`config.mk`:
```
export PLATFORM = sky130hd
export DESIGN_NAME = mem_port_arbiter
export DESIGN_NICKNAME = d
export VERILOG_FILES = /design/src/rtl/mem_port_arbiter.sv
export SDC_FILE = /design/constraint.sdc
export NUM_CORES = 1
export LEC_CHECK = 0
export BUFFER_PORTS_ARGS = -buffer_cell sky130_fd_sc_hd__buf_2
export CELL_PAD_IN_SITES_DETAIL_PLACEMENT = 1
export CELL_PAD_IN_SITES_GLOBAL_PLACEMENT = 1
export CORE_UTILIZATION = 17
export DETAILED_ROUTE_END_ITERATION = 8
export PLACE_DENSITY_LB_ADDON = 0.1
export SKIP_LAST_GASP = 1
export SYNTH_ARGS = -nofsm -noshare
export SYNTH_HDL_FRONTEND = slang
export SYNTH_SLANG_ARGS = --single-unit
```
`constraint.sdc`:
```
create_clock -name clk_i -period 1.9 [get_ports clk_i]
set_clock_uncertainty 0.2 [all_clocks]
set_input_delay 0.38 -clock clk_i [delete_from_list [all_inputs] [get_ports clk_i]]
set_output_delay 0.38 -clock clk_i [all_outputs]
set_load 0.01 [all_outputs]
```
`src/rtl/mem_port_arbiter.sv`:
```
// Shares one req/gnt/rvalid memory port between instruction fetch and data access.
// Round-robin arbitration with request hold, in-order owner FIFO for response routing.
module mem_port_arbiter #(
    parameter int ADDR_WIDTH      = 32,
    parameter int DATA_WIDTH      = 32,
    parameter int MAX_OUTSTANDING = 2
) (
    input  logic                                   clk_i,
    input  logic                                   rst_i,
    input  logic                                   instr_req_i,
    input  logic [ADDR_WIDTH-1:0]                  instr_addr_i,
    output logic                                   instr_gnt_o,
    output logic                                   instr_rvalid_o,
    output logic [DATA_WIDTH-1:0]                  instr_rdata_o,
    input  logic                                   data_req_i,
    input  logic [ADDR_WIDTH-1:0]                  data_addr_i,
    input  logic                                   data_we_i,
    input  logic [DATA_WIDTH/8-1:0]                data_be_i,
    input  logic [DATA_WIDTH-1:0]                  data_wdata_i,
    output logic                                   data_gnt_o,
    output logic                                   data_rvalid_o,
    output logic [DATA_WIDTH-1:0]                  data_rdata_o,
    output logic                                   data_err_o,
    output logic                                   mem_req_o,
    output logic [ADDR_WIDTH-1:0]                  mem_addr_o,
    output logic                                   mem_we_o,
    output logic [DATA_WIDTH/8-1:0]                mem_be_o,
    output logic [DATA_WIDTH-1:0]                  mem_wdata_o,
    input  logic                                   mem_gnt_i,
    input  logic                                   mem_rvalid_i,
    input  logic [DATA_WIDTH-1:0]                  mem_rdata_i,
    input  logic                                   mem_err_i,
    output logic [$clog2(MAX_OUTSTANDING+1)-1:0]   outstanding_o
);
    localparam int BE_WIDTH  = DATA_WIDTH / 8;
    localparam int CNT_WIDTH = $clog2(MAX_OUTSTANDING + 1);
    localparam int PTR_WIDTH = (MAX_OUTSTANDING > 1) ? $clog2(MAX_OUTSTANDING) : 1;

    localparam logic [0:0] ARB  = 1'b0;
    localparam logic [0:0] HOLD = 1'b1;

    localparam logic OWNER_INSTR = 1'b0;
    localparam logic OWNER_DATA  = 1'b1;

    logic [0:0]                 state_q, state_d;
    logic                       hold_owner_q, hold_owner_d;
    logic                       last_owner_q, last_owner_d;
    logic [MAX_OUTSTANDING-1:0] owner_fifo_q, owner_fifo_d;
    logic [PTR_WIDTH-1:0]       wr_ptr_q, wr_ptr_d;
    logic [PTR_WIDTH-1:0]       rd_ptr_q, rd_ptr_d;
    logic [CNT_WIDTH-1:0]       count_q, count_d;

    logic req;
    logic owner;
    logic push;
    logic pop;
    logic head_owner;
    logic can_issue;

    function automatic logic [PTR_WIDTH-1:0] ptr_inc(input logic [PTR_WIDTH-1:0] p);
        return (p == PTR_WIDTH'(MAX_OUTSTANDING - 1)) ? '0 : p + 1'b1;
    endfunction

    // Eligibility looks at the registered count so a same-cycle pop cannot open a slot.
    assign can_issue = (count_q < CNT_WIDTH'(MAX_OUTSTANDING));

    always_comb begin
        req   = 1'b0;
        owner = hold_owner_q;
        if (!rst_i) begin
            if (state_q == HOLD) begin
                req   = 1'b1;
                owner = hold_owner_q;
            end else if (can_issue && (instr_req_i || data_req_i)) begin
                req = 1'b1;
                if (instr_req_i && data_req_i) begin
                    owner = ~last_owner_q;
                end else begin
                    owner = data_req_i ? OWNER_DATA : OWNER_INSTR;
                end
            end
        end
    end

    always_comb begin
        mem_addr_o  = '0;
        mem_we_o    = 1'b0;
        mem_be_o    = '0;
        mem_wdata_o = '0;
        if (req) begin
            if (owner == OWNER_DATA) begin
                mem_addr_o  = data_addr_i;
                mem_we_o    = data_we_i;
                mem_be_o    = data_be_i;
                mem_wdata_o = data_wdata_i;
            end else begin
                mem_addr_o  = instr_addr_i;
                mem_be_o    = {BE_WIDTH{1'b1}};
            end
        end
    end

    assign mem_req_o   = req;
    assign push        = req & mem_gnt_i;
    assign instr_gnt_o = push & (owner == OWNER_INSTR);
    assign data_gnt_o  = push & (owner == OWNER_DATA);

    assign head_owner     = owner_fifo_q[rd_ptr_q];
    assign pop            = !rst_i && mem_rvalid_i && (count_q != '0);
    assign instr_rvalid_o = pop & (head_owner == OWNER_INSTR);
    assign data_rvalid_o  = pop & (head_owner == OWNER_DATA);
    assign data_err_o     = data_rvalid_o & mem_err_i;
    assign instr_rdata_o  = pop ? mem_rdata_i : '0;
    assign data_rdata_o   = pop ? mem_rdata_i : '0;
    assign outstanding_o  = count_q;

    always_comb begin
        state_d      = ((req && !mem_gnt_i) ? HOLD : ARB);
        hold_owner_d = (req && !mem_gnt_i) ? owner : hold_owner_q;
        last_owner_d = last_owner_q;
        owner_fifo_d = owner_fifo_q;
        wr_ptr_d     = wr_ptr_q;
        rd_ptr_d     = rd_ptr_q;
        count_d      = count_q;
        if (push) begin
            owner_fifo_d[wr_ptr_q] = owner;
            wr_ptr_d               = ptr_inc(wr_ptr_q);
            last_owner_d           = owner;
        end
        if (pop) begin
            rd_ptr_d = ptr_inc(rd_ptr_q);
        end
        case ({push, pop})
            2'b10:   count_d = count_q + 1'b1;
            2'b01:   count_d = count_q - 1'b1;
            default: count_d = count_q;
        endcase
    end

    always_ff @(posedge clk_i) begin
        if (rst_i) begin
            state_q      <= ARB;
            hold_owner_q <= OWNER_INSTR;
            last_owner_q <= OWNER_DATA;
            owner_fifo_q <= '0;
            wr_ptr_q     <= '0;
            rd_ptr_q     <= '0;
            count_q      <= '0;
        end else begin
            state_q      <= state_d;
            hold_owner_q <= hold_owner_d;
            last_owner_q <= last_owner_d;
            owner_fifo_q <= owner_fifo_d;
            wr_ptr_q     <= wr_ptr_d;
            rd_ptr_q     <= rd_ptr_d;
            count_q      <= count_d;
        end
    end

    // A response with nothing in flight has no owner; it is dropped and flagged.
    always @(posedge clk_i) begin
        if (!rst_i) begin
            assert (!(mem_rvalid_i && (count_q == '0)))
                else $warning("mem_rvalid_i with empty owner FIFO dropped");
        end
    end
endmodule

```
==> key figures, run 1 <==
Status
  • Status: complete, but fails checks
  • Failing checks: setup timing

Global routing
  • Number of global-route vias before repair: roughly 3300
  • Initial antenna violation count: 0
  • Largest net degree at the start of global routing: 46
  • Gr usage total: between 10% and 20%
  • Congestion Overflow GR: 0
  • Global-route wire length before repair: 16.64 mm

STA
  • Slew @ Worst Pin: 0.6861 ns
  • Fin. max-slew vios: 0
  • Minimum clock period: ~2.5 ns
  • Slew HR: 54.26%
  • Hold slack final: 0.2325 ns
  • Final WS setup: -0.5953 ns
  • F_max: 400.8 MHz
  • RSZ-0062 raised after global routing: true
  • Period utilisation layout: 131.3%
  • Final Hold Viols: 0
  • Final setup viols: between 100 and 150

Synthesis
  • Synth Instances: 292
  • Distinct cells, synth: 39
  • Top cells by area, synth: nand4_1 (19%), mux2i_1 (16%), nor3b_1 (12%), buf_4 (11%), and2_1 (9.9%)
  • EDFF count, synth: 0
  • Async set-reset flop share out of synthesis: 0%
  • Synth Flop Type: dfxtp_1
  • Post-synth top area cell: nand4_1
  • Synth cell count leaders: nand4_1 (66), and2_1 (34), mux2i_1 (34), nor3b_1 (34), buf_4 (32)
  • Yosys Warn Count: 0
  • Most frequent cell after synthesis: nand4_1
  • Syn_nets: 433
  • Post-synthesis sequential area ratio: ~8.4%
  • Yosys reg bits: 9
  • Yosys top cell area share: a little under 20%
  • Average cell area after synthesis: roughly 7.3 um2
  • Syn Std Cell Area: 2146 um2

Die
  • Die width: roughly 110 um
  • Core region area: 12160 um2
  • I/O Pins: 281
  • DIE HEIGHT: 114.4 um
  • Row cnt: 40
  • Die Area: 13080 um2
  • Starting density of the core: about 18%

Clock network
  • Root buffer cell: clkbuf_16
  • H-tree depth: 1
  • CTS hold repair buffers: 0
  • Worst-Skew Late Latency: 0.24 ns
  • Total clock sinks: 9
  • Maximum buffer depth of the clock tree: 2
  • Clk slew on worst S/H paths: 0.04 ns
  • CTS tree: built
  • Number of buffers created by CTS: 3

Route
  • Wirelength per Cell: around 15 um
  • DR DRC count: 0
  • DR pass1 iterations: 4
  • Avg Vias per Cell: 4.517
  • Post-route ant nets: 0
  • Via count: between 3000 and 4000
  • Total wire length: 10.91 mm
  • Initial detailed-routing violation count: between 70 and 80

Finish
  • Final nets: 690
  • Area growth, synth to finish: 116.9%
  • Utilization after layout: a little under two fifths
  • Layout cell share with drive strength beyond 1: about 74%
  • # diodes: 0
  • Filler Cells Inserted: 1507

Worst setup path
  • Slowest cell on the critical path: or4b_4
  • Crit-path max cell delay: ~0.54 ns
  • Critical Path RT: ~1.3 ns
  • Top cell family by delay on the critical path: simple AND/OR/NAND/NOR gates
  • Crit start category: register
  • CP Capture Type: output port
  • Critical path arrival: around 1.9 ns
  • Worst Path Buf+Inv: 2
  • Crit path max fanout: 12
  • Crit path cell chain: or4b_4 -> o22a_4 -> buf_12 -> mux2i_4 -> buf_2
  • WS Path Type: register to output port

Placement
  • Final Wtd Congestion: 0.7168
  • I/O Buffers: 280
  • DPL Wire Length: 8.512 mm

Run
  • Max-cap violations: 0

Power
  • Max IR drop VDD: 304.6 uV
  • Cell Pwr Density: 403.4 nW/um2
  • LEAKAGE: 2.340 nW

Hold path
  • Hold Path Class: input pin to register
area by class of cell:
class | count | area (um2) | share of cell area, %
Sequential cell | 9 | 183.9 | 3.953
Multi-Input combinational cell | 212 | 2221 | 47.73
Inverter | 3 | 11.26 | 0.2420
Timing Repair Buffer | 320 | 1948 | 41.87
Tap cell | 168 | 210.2 | 4.517
Clock buffer | 4 | 78.83 | 1.694
where the power goes:
group / internal [mW] / total, mW / switching (mW) / leakage, nW
registers: 0.210 / 0.230 / 0.0194 / 0.0744
clock network: 0.281 / 0.375 / 0.0947 / 0.0382
logic: 0.665 / 1.27 / 0.607 / 2.23
total: 1.16 / 1.88 / 0.721 / 2.34
registers in the layout, indices dropped and copies added, names as in the netlist:
signal         flops
state_q            1
wr_ptr_q           1
outstanding_o      2
hold_owner_q       1
rd_ptr_q           1
last_owner_q       1
owner_fifo_q       2
stage by stage:
step,cells,cell area (um2),setup slack (ns),setup TNS [ns],total power [mW]
floorplan,292,2799,-0.2768,-12.79,0.9959
detailed placement,701,4294,-0.4920,-34.03,1.400
global placement,701,4294,-0.4840,-32.77,1.379
global route,716,4653,-0.6510,-59.81,2.004
CTS,718,4712,-0.6095,-53.42,1.943
finish,716,4653,-0.5953,-50.66,1.877
metal layers:
layer  vias to the layer above  wire [um]  global-route usage [%]
li1                       1583          -                       -
met2                       125       6041                   31.03
met1                      1520       3945                   17.09
met5                         -          0                       0
met4                         0         84                   2.597
met3                         6        834                   3.917
worst reg2reg max path: stages (launching register included):
cell and delay [ns]:
dfxtp_1 0.32, buf_4 0.16, or3_4 0.39, nand4_1 0.16, ha_1 0.26, or3_1 0.35
a21oi_1 0.13
path summary, 6_finish.rpt:
kind                    startpoint  cells past startpoint               end  slack, ns
setup / recovery  outstanding_o[1]                      5    mem_addr_o[25]      -0.60
hold / removal           mem_gnt_i                      2           state_q       0.23
setup reg to reg           state_q                      6  outstanding_o[1]      -0.14
hold reg to reg           rd_ptr_q                      2          rd_ptr_q       0.32
placed cells by master, fill, tap and decap left out, types with 2 or more instances in the layout:
master | synthesis | layout
and2_1 | 34 | 33
dfxtp_2 | 0 | 3
nand4_1 | 66 | 66
nand2_1 | 2 | 2
nor3b_2 | 0 | 18
xor2_1 | 2 | 2
inv_1 | 2 | 2
nor2_1 | 7 | 5
o21a_1 | 4 | 4
buf_2 | 1 | 279
nor2_4 | 0 | 2
nor2b_1 | 3 | 2
mux2i_4 | 0 | 29
buf_12 | 3 | 15
clkbuf_16 | 0 | 3
nor3b_4 | 0 | 15
mux2i_1 | 34 | 5
nor3_2 | 0 | 3
dfxtp_1 | 9 | 6
buf_4 | 32 | 22
cells by family after synthesis:
| kind of cell | synth area share [%] |
|---|---|
| muxes | 16.38 |
| AOI/OAI and AO/OA | 5.481 |
| buffers and inverters | 20.70 |
| xor gates and xnor gates | 1.225 |
| DFF | 8.396 |
| and+or+nand+nor | 47.23 |
| adders and majority gates | 0.5830 |
repair_timing:
action | CTS | global route
cloned | 6 | 0
endpoints found under the setup margin | 142 | 142
setup buffers | 7 | 3
pin swaps | 3 | 6
resized for setup | 20 | 8
(Power assumes the default switching activity.)
==> run 2: changes to the inputs <==
- ABC_CLOCK_PERIOD_IN_PS: not set -> 1900
- MAX_ROUTING_LAYER: not set -> met4
- RECOVER_POWER: not set -> 100
==> key figures, run 2 (synthesized netlist as in run 1, its figures left out) <==
Die
  • I/O Pins: roughly 280
  • Row cnt: 40
  • Die width: 114.4 um
  • Core region area: 12160 um2
  • DIE HEIGHT: ~110 um
  • Die Area: ~13000 um2
  • Starting density of the core: 17.64%

Worst setup path
  • Cells on worst reg2reg path: 8
  • Crit-path max cell delay: 0.54 ns
  • WS Path Type: register to output port
  • CP Capture Type: output port
  • RR Startpoint: outstanding_o[1]
  • Slowest cell on the critical path: or4b_4
  • Crit path cell chain: or4b_4 -> o22a_4 -> buf_12 -> mux2i_4 -> buf_2
  • Crit path max fanout: 12
  • Critical Path RT: 1.32 ns
  • R2R Setup Slk: -0.28 ns
  • FF-to-FF End: outstanding_o[1]
  • Crit start category: register
  • Critical path arrival: 1.92 ns

Hold path
  • Hold Path End: state_q
  • Hold Startpoint: mem_gnt_i
  • Hold Path Class: input pin to register
  • Worst Hold Path Cells: 2

Placement
  • I/O Buffers: 280
  • Dpl ws: -0.4920 ns
  • Final Wtd Congestion: 0.7252
  • DPL Wire Length: 8.512 mm

STA
  • Slew HR: 54.22%
  • Period utilisation layout: 131.4%
  • RSZ-0062 raised after global routing: true
  • Final setup viols: 141
  • Final Hold Viols: 0
  • Slew @ Worst Pin: 0.6868 ns
  • Final WS setup: -0.5964 ns
  • Fin. max-slew vios: 0
  • Minimum clock period: 2.496 ns
  • F_max: 400.6 MHz

Route
  • Total wire length: between 10 and 15 mm
  • DR DRC count: 0
  • Metal-1 WL: about 4.1 mm
  • Wirelength per Cell: 15.21 um
  • Metal2 WL: between 6 and 7 mm
  • Initial detailed-routing violation count: just over 60
  • Met3 routed WL: 698 um
  • Post-route ant nets: 0
  • Avg Vias per Cell: 4.510
  • Top sig layer: met4
  • DR pass1 iterations: 4
  • Via count: 3229

Clock network
  • Maximum buffer depth of the clock tree: 2
  • Number of buffers created by CTS: 3
  • Worst-Skew Late Latency: approximately 0.24 ns
  • H-tree depth: 1
  • Clk slew on worst S/H paths: 0.04 ns
  • Root buffer cell: clkbuf_16
  • Total clock sinks: 9
  • CTS tree: built
  • CTS hold repair buffers: 0

Finish
  • Area growth, synth to finish: 115.7%
  • Layout cell share with drive strength beyond 1: 73.54%
  • Final nets: 690
  • Utilization after layout: 38.07%
  • Commonest non-fill, non-tap cell in the layout: buf_2
  • Commonest non-fill, non-tap cells in the layout: buf_2 (279), nand4_1 (66), and2_1 (33)
  • # diodes: 0
  • Filler Cells Inserted: 1511

Power
  • Cell Pwr Density: between 400 and 500 nW/um2
  • LEAKAGE: 2.333 nW
  • Max IR drop VDD: 305.0 uV

Status
  • Failing checks: setup timing
  • Status: complete, but fails checks

Run
  • Max-cap violations: 0

Global routing
  • Initial antenna violation count: 0
  • Congestion Overflow GR: 0
  • Number of global-route vias before repair: 3302
  • Largest net degree at the start of global routing: 46
  • Global-route wire length before repair: around 17 mm
  • Gr usage total: 16.28%
[run 2: timing repair]
action / in CTS / in global routing
setup buffers: 7 / 3
endpoints found under the setup margin: 142 / 142
resized for setup: 20 / 8
cloned: 6 / 0
pin swaps: 3 / 6
hold endpoints to repair: 0 / 0
[run 2: area by class of cell]
cell class / instances / area [um2] / area share (%)
timing repair buffer: 320 / 1937 / 41.84
multi-input combinational: 212 / 2210 / 47.73
inverter: 3 / 11.26 / 0.2432
clock buffer: 4 / 78.83 / 1.703
sequential: 9 / 182.7 / 3.946
tap: 168 / 210.2 / 4.541
[run 2: critical path: cells and delay by family, from the launching register on]
kind,cells,cell delay (ns)
simple gates,1,0.54
flops,1,0.33
buf+inv,2,0.33
compound gates,1,0.29
mux,1,0.19
[run 2: power breakdown]
| part | switching (mW) | internal [mW] | leakage [nW] |
|---|---|---|---|
| sequential | 0.0173 | 0.210 | 0.0741 |
| clock | 0.0952 | 0.281 | 0.0382 |
| combinational | 0.606 | 0.659 | 2.22 |
| total | 0.719 | 1.15 | 2.33 |
[run 2: worst max-delay path by stage]
stage	startpoint	end	slack [ns]	cells past startpoint
2_1_floorplan	outstanding_o[1]	mem_addr_o[0]	-0.28	5
3_3_place_gp	rst_i	mem_addr_o[27]	-0.48	6
3_5_place_dp	rst_i	mem_addr_o[25]	-0.49	6
4_1_cts	outstanding_o[1]	mem_addr_o[25]	-0.61	5
5_1_grt	outstanding_o[1]	mem_addr_o[1]	-0.65	5
6_report	outstanding_o[1]	mem_addr_o[25]	-0.60	5
[run 2: layer usage]
metal,track usage [%],up-vias
li1,-,1585
met1,17.54,1517
met2,31.07,121
met3,3.176,6
met4,2.597,0
met5,-,-
[run 2: stage by stage]
| step | area (um2) | hold WS, ns | std cells | TNS [ns] | total power, mW |
|---|---|---|---|---|---|
| after floorplan | 2799 | 0.2614 | 292 | -12.79 | 0.9959 |
| after global placement | 4294 | 0.3066 | 701 | -32.77 | 1.379 |
| after detailed placement | 4294 | 0.3130 | 701 | -34.03 | 1.400 |
| after CTS | 4712 | 0.2341 | 718 | -53.42 | 1.943 |
| after global routing | 4629 | 0.2509 | 716 | -80.90 | 1.993 |
| final | 4629 | 0.2361 | 716 | -68.22 | 1.868 |
==> run 3: changes to the inputs <==
- CAP_MARGIN: not set -> 20
- PLACE_DENSITY_LB_ADDON: 0.1 -> 0.08
==> key figures, run 3 (synthesized netlist as in run 1, its figures left out) <==
Status
  • Status: complete, but fails checks
  • Failing checks: setup timing

Route
  • Initial detailed-routing violation count: 83
  • Via count: 3279
  • Wirelength per Cell: about 15 um
  • Avg Vias per Cell: ~4.6
  • DR DRC count: 0
  • DR pass1 iterations: 5
  • Post-route ant nets: 0
  • Total wire length: between 10 and 15 mm

Worst setup path
  • CP Capture Type: output port
  • WS Path Type: register to output port
  • Slowest cell on the critical path: or4b_4
  • Critical path arrival: 1.93 ns
  • Crit path max fanout: 10
  • Crit path cell chain: or4b_4 -> o22a_4 -> buf_12 -> mux2i_4 -> buf_2
  • Crit start category: register
  • Crit-path max cell delay: 0.55 ns
  • Critical Path RT: 1.32 ns

Global routing
  • Initial antenna violation count: 1
  • Gr usage total: between 15 and 20%
  • Global-route wire length before repair: between 15 and 20 mm
  • Largest net degree at the start of global routing: 43
  • Congestion Overflow GR: 0
  • Number of global-route vias before repair: approximately 3300

Finish
  • Commonest non-fill, non-tap cells in the layout: buf_2 (277), nand4_1 (66), and2_1 (33)
  • Layout cell share with drive strength beyond 1: 74.05%
  • Post-Layout Cell Count: 720
  • Final nets: ~700
  • Commonest non-fill, non-tap cell in the layout: buf_2
  • Area growth, synth to finish: 116.6%

Power
  • Design Power: 1.875 mW
  • Clock share of power: 20.1%
  • Sequential share of power: 12.2%
  • Logic pwr share: 67.8%
  • LEAKAGE: 2.345 nW
  • Max IR drop VDD: 216.2 uV
  • Cell Pwr Density: 403.4 nW/um2
  • Internal: between 1 and 1.5 mW
  • Net Switching: 0.7199 mW
  • Net Sw Frac: 38.40%

Placement
  • DPL Wire Length: 8.508 mm
  • Final Wtd Congestion: 0.7150
  • I/O Buffers: 280
  • Cell count after placement: 705

Die
  • Die width: 114.4 um
  • I/O Pins: 281
  • Starting density of the core: 17.64%
  • Core region area: 12160 um2
  • Row cnt: 40
  • DIE HEIGHT: 114.4 um
  • Die Area: 13080 um2

Run
  • Max-cap violations: 0

STA
  • Fin. max-slew vios: 0
  • Slew @ Worst Pin: between 0.6 and 0.7 ns
  • Final WS setup: -0.6129 ns
  • Slew HR: a little over half
  • Final Hold Viols: 0
  • F_max: 397.9 MHz
  • RSZ-0062 raised after global routing: true
  • Final setup viols: 142
  • Minimum clock period: 2.513 ns
  • Setup TNS: -59.83 ns
  • Period utilisation layout: 132.3%

Clock network
  • Total clock sinks: 9
  • CTS tree: built
  • Maximum buffer depth of the clock tree: 2
  • H-tree depth: 1
  • CTS hold repair buffers: 0
  • Number of buffers created by CTS: 3
  • Root buffer cell: clkbuf_16
  • Clk slew on worst S/H paths: 0.04 ns
  • Worst-Skew Late Latency: between 0.2 and 0.25 ns

Hold path
  • Hold Path Class: input pin to register
-- run 3: worst max-delay path: cells and delay by family, from the launching register on --
kind,cells,cell delay (ns)
AO/OA/AOI/OAI,1,0.29
buffers and inverters,2,0.33
flip-flops,1,0.33
multiplexers,1,0.18
AND/OR/NAND/NOR,1,0.55
-- run 3: per-stage QoR --
step / worst slack [ns] / instance area, um2 / hold WS (ns) / util (%)
final: -0.6129 / 4648 / 0.1957 / 38.22
after floorplan: -0.2768 / 2799 / 0.2614 / -
after CTS: -0.6179 / 4632 / 0.1932 / 38.09
after global placement: -0.4996 / 4312 / 0.3064 / 35.45
after global routing: -0.6509 / 4648 / 0.1978 / 38.22
after detailed placement: -0.4995 / 4312 / 0.3126 / 35.45
-- run 3: layout make-up --
type	instances	area, um2
fillers	1488	7513
multi-input cells	212	2218
repair buffers	323	1943
well taps	168	210.2
flip-flops and latches	9	183.9
clock buffers	4	78.83
inverters	3	11.26
diodes	1	2.502
-- run 3: per-layer routing --
metal | up-vias | wire length (um) | track usage (%)
li1 | 1582 | - | -
met1 | 1556 | 3875 | 16.17
met2 | 137 | 5972 | 31.39
met3 | 4 | 782 | 2.859
met4 | 0 | 51 | 2.338
met5 | - | 0 | -
-- run 3: power groups by stage --
| stage | clock [mW] | combinational [mW] | sequential [mW] |
|---|---|---|---|
| after global routing | 0.397 | 1.37 | 0.231 |
| after CTS | 0.389 | 1.29 | 0.230 |
| after global placement | 0 | 1.15 | 0.231 |
| after floorplan | 0 | 0.765 | 0.231 |
| after detailed placement | 0 | 1.17 | 0.232 |
| final | 0.376 | 1.27 | 0.228 |
-- run 3: worst paths after layout --
kind / start / to / slack [ns] / depth (start not counted)
worst max register to register: outstanding_o[1] / outstanding_o[1] / -0.26 / 7
worst min-delay path: mem_gnt_i / state_q / 0.20 / 2
worst max-delay path: outstanding_o[1] / mem_addr_o[14] / -0.61 / 5
worst min register to register: owner_fifo_q[0] / owner_fifo_q[0] / 0.31 / 2
-- run 3: timing repair --
| action | CTS | global route |
|---|---|---|
| resized for setup | 21 | 18 |
| cloned | 5 | 0 |
| pin swaps | 2 | 7 |
| setup endpoints to repair | 142 | 142 |
| setup buffers | 5 | 3 |
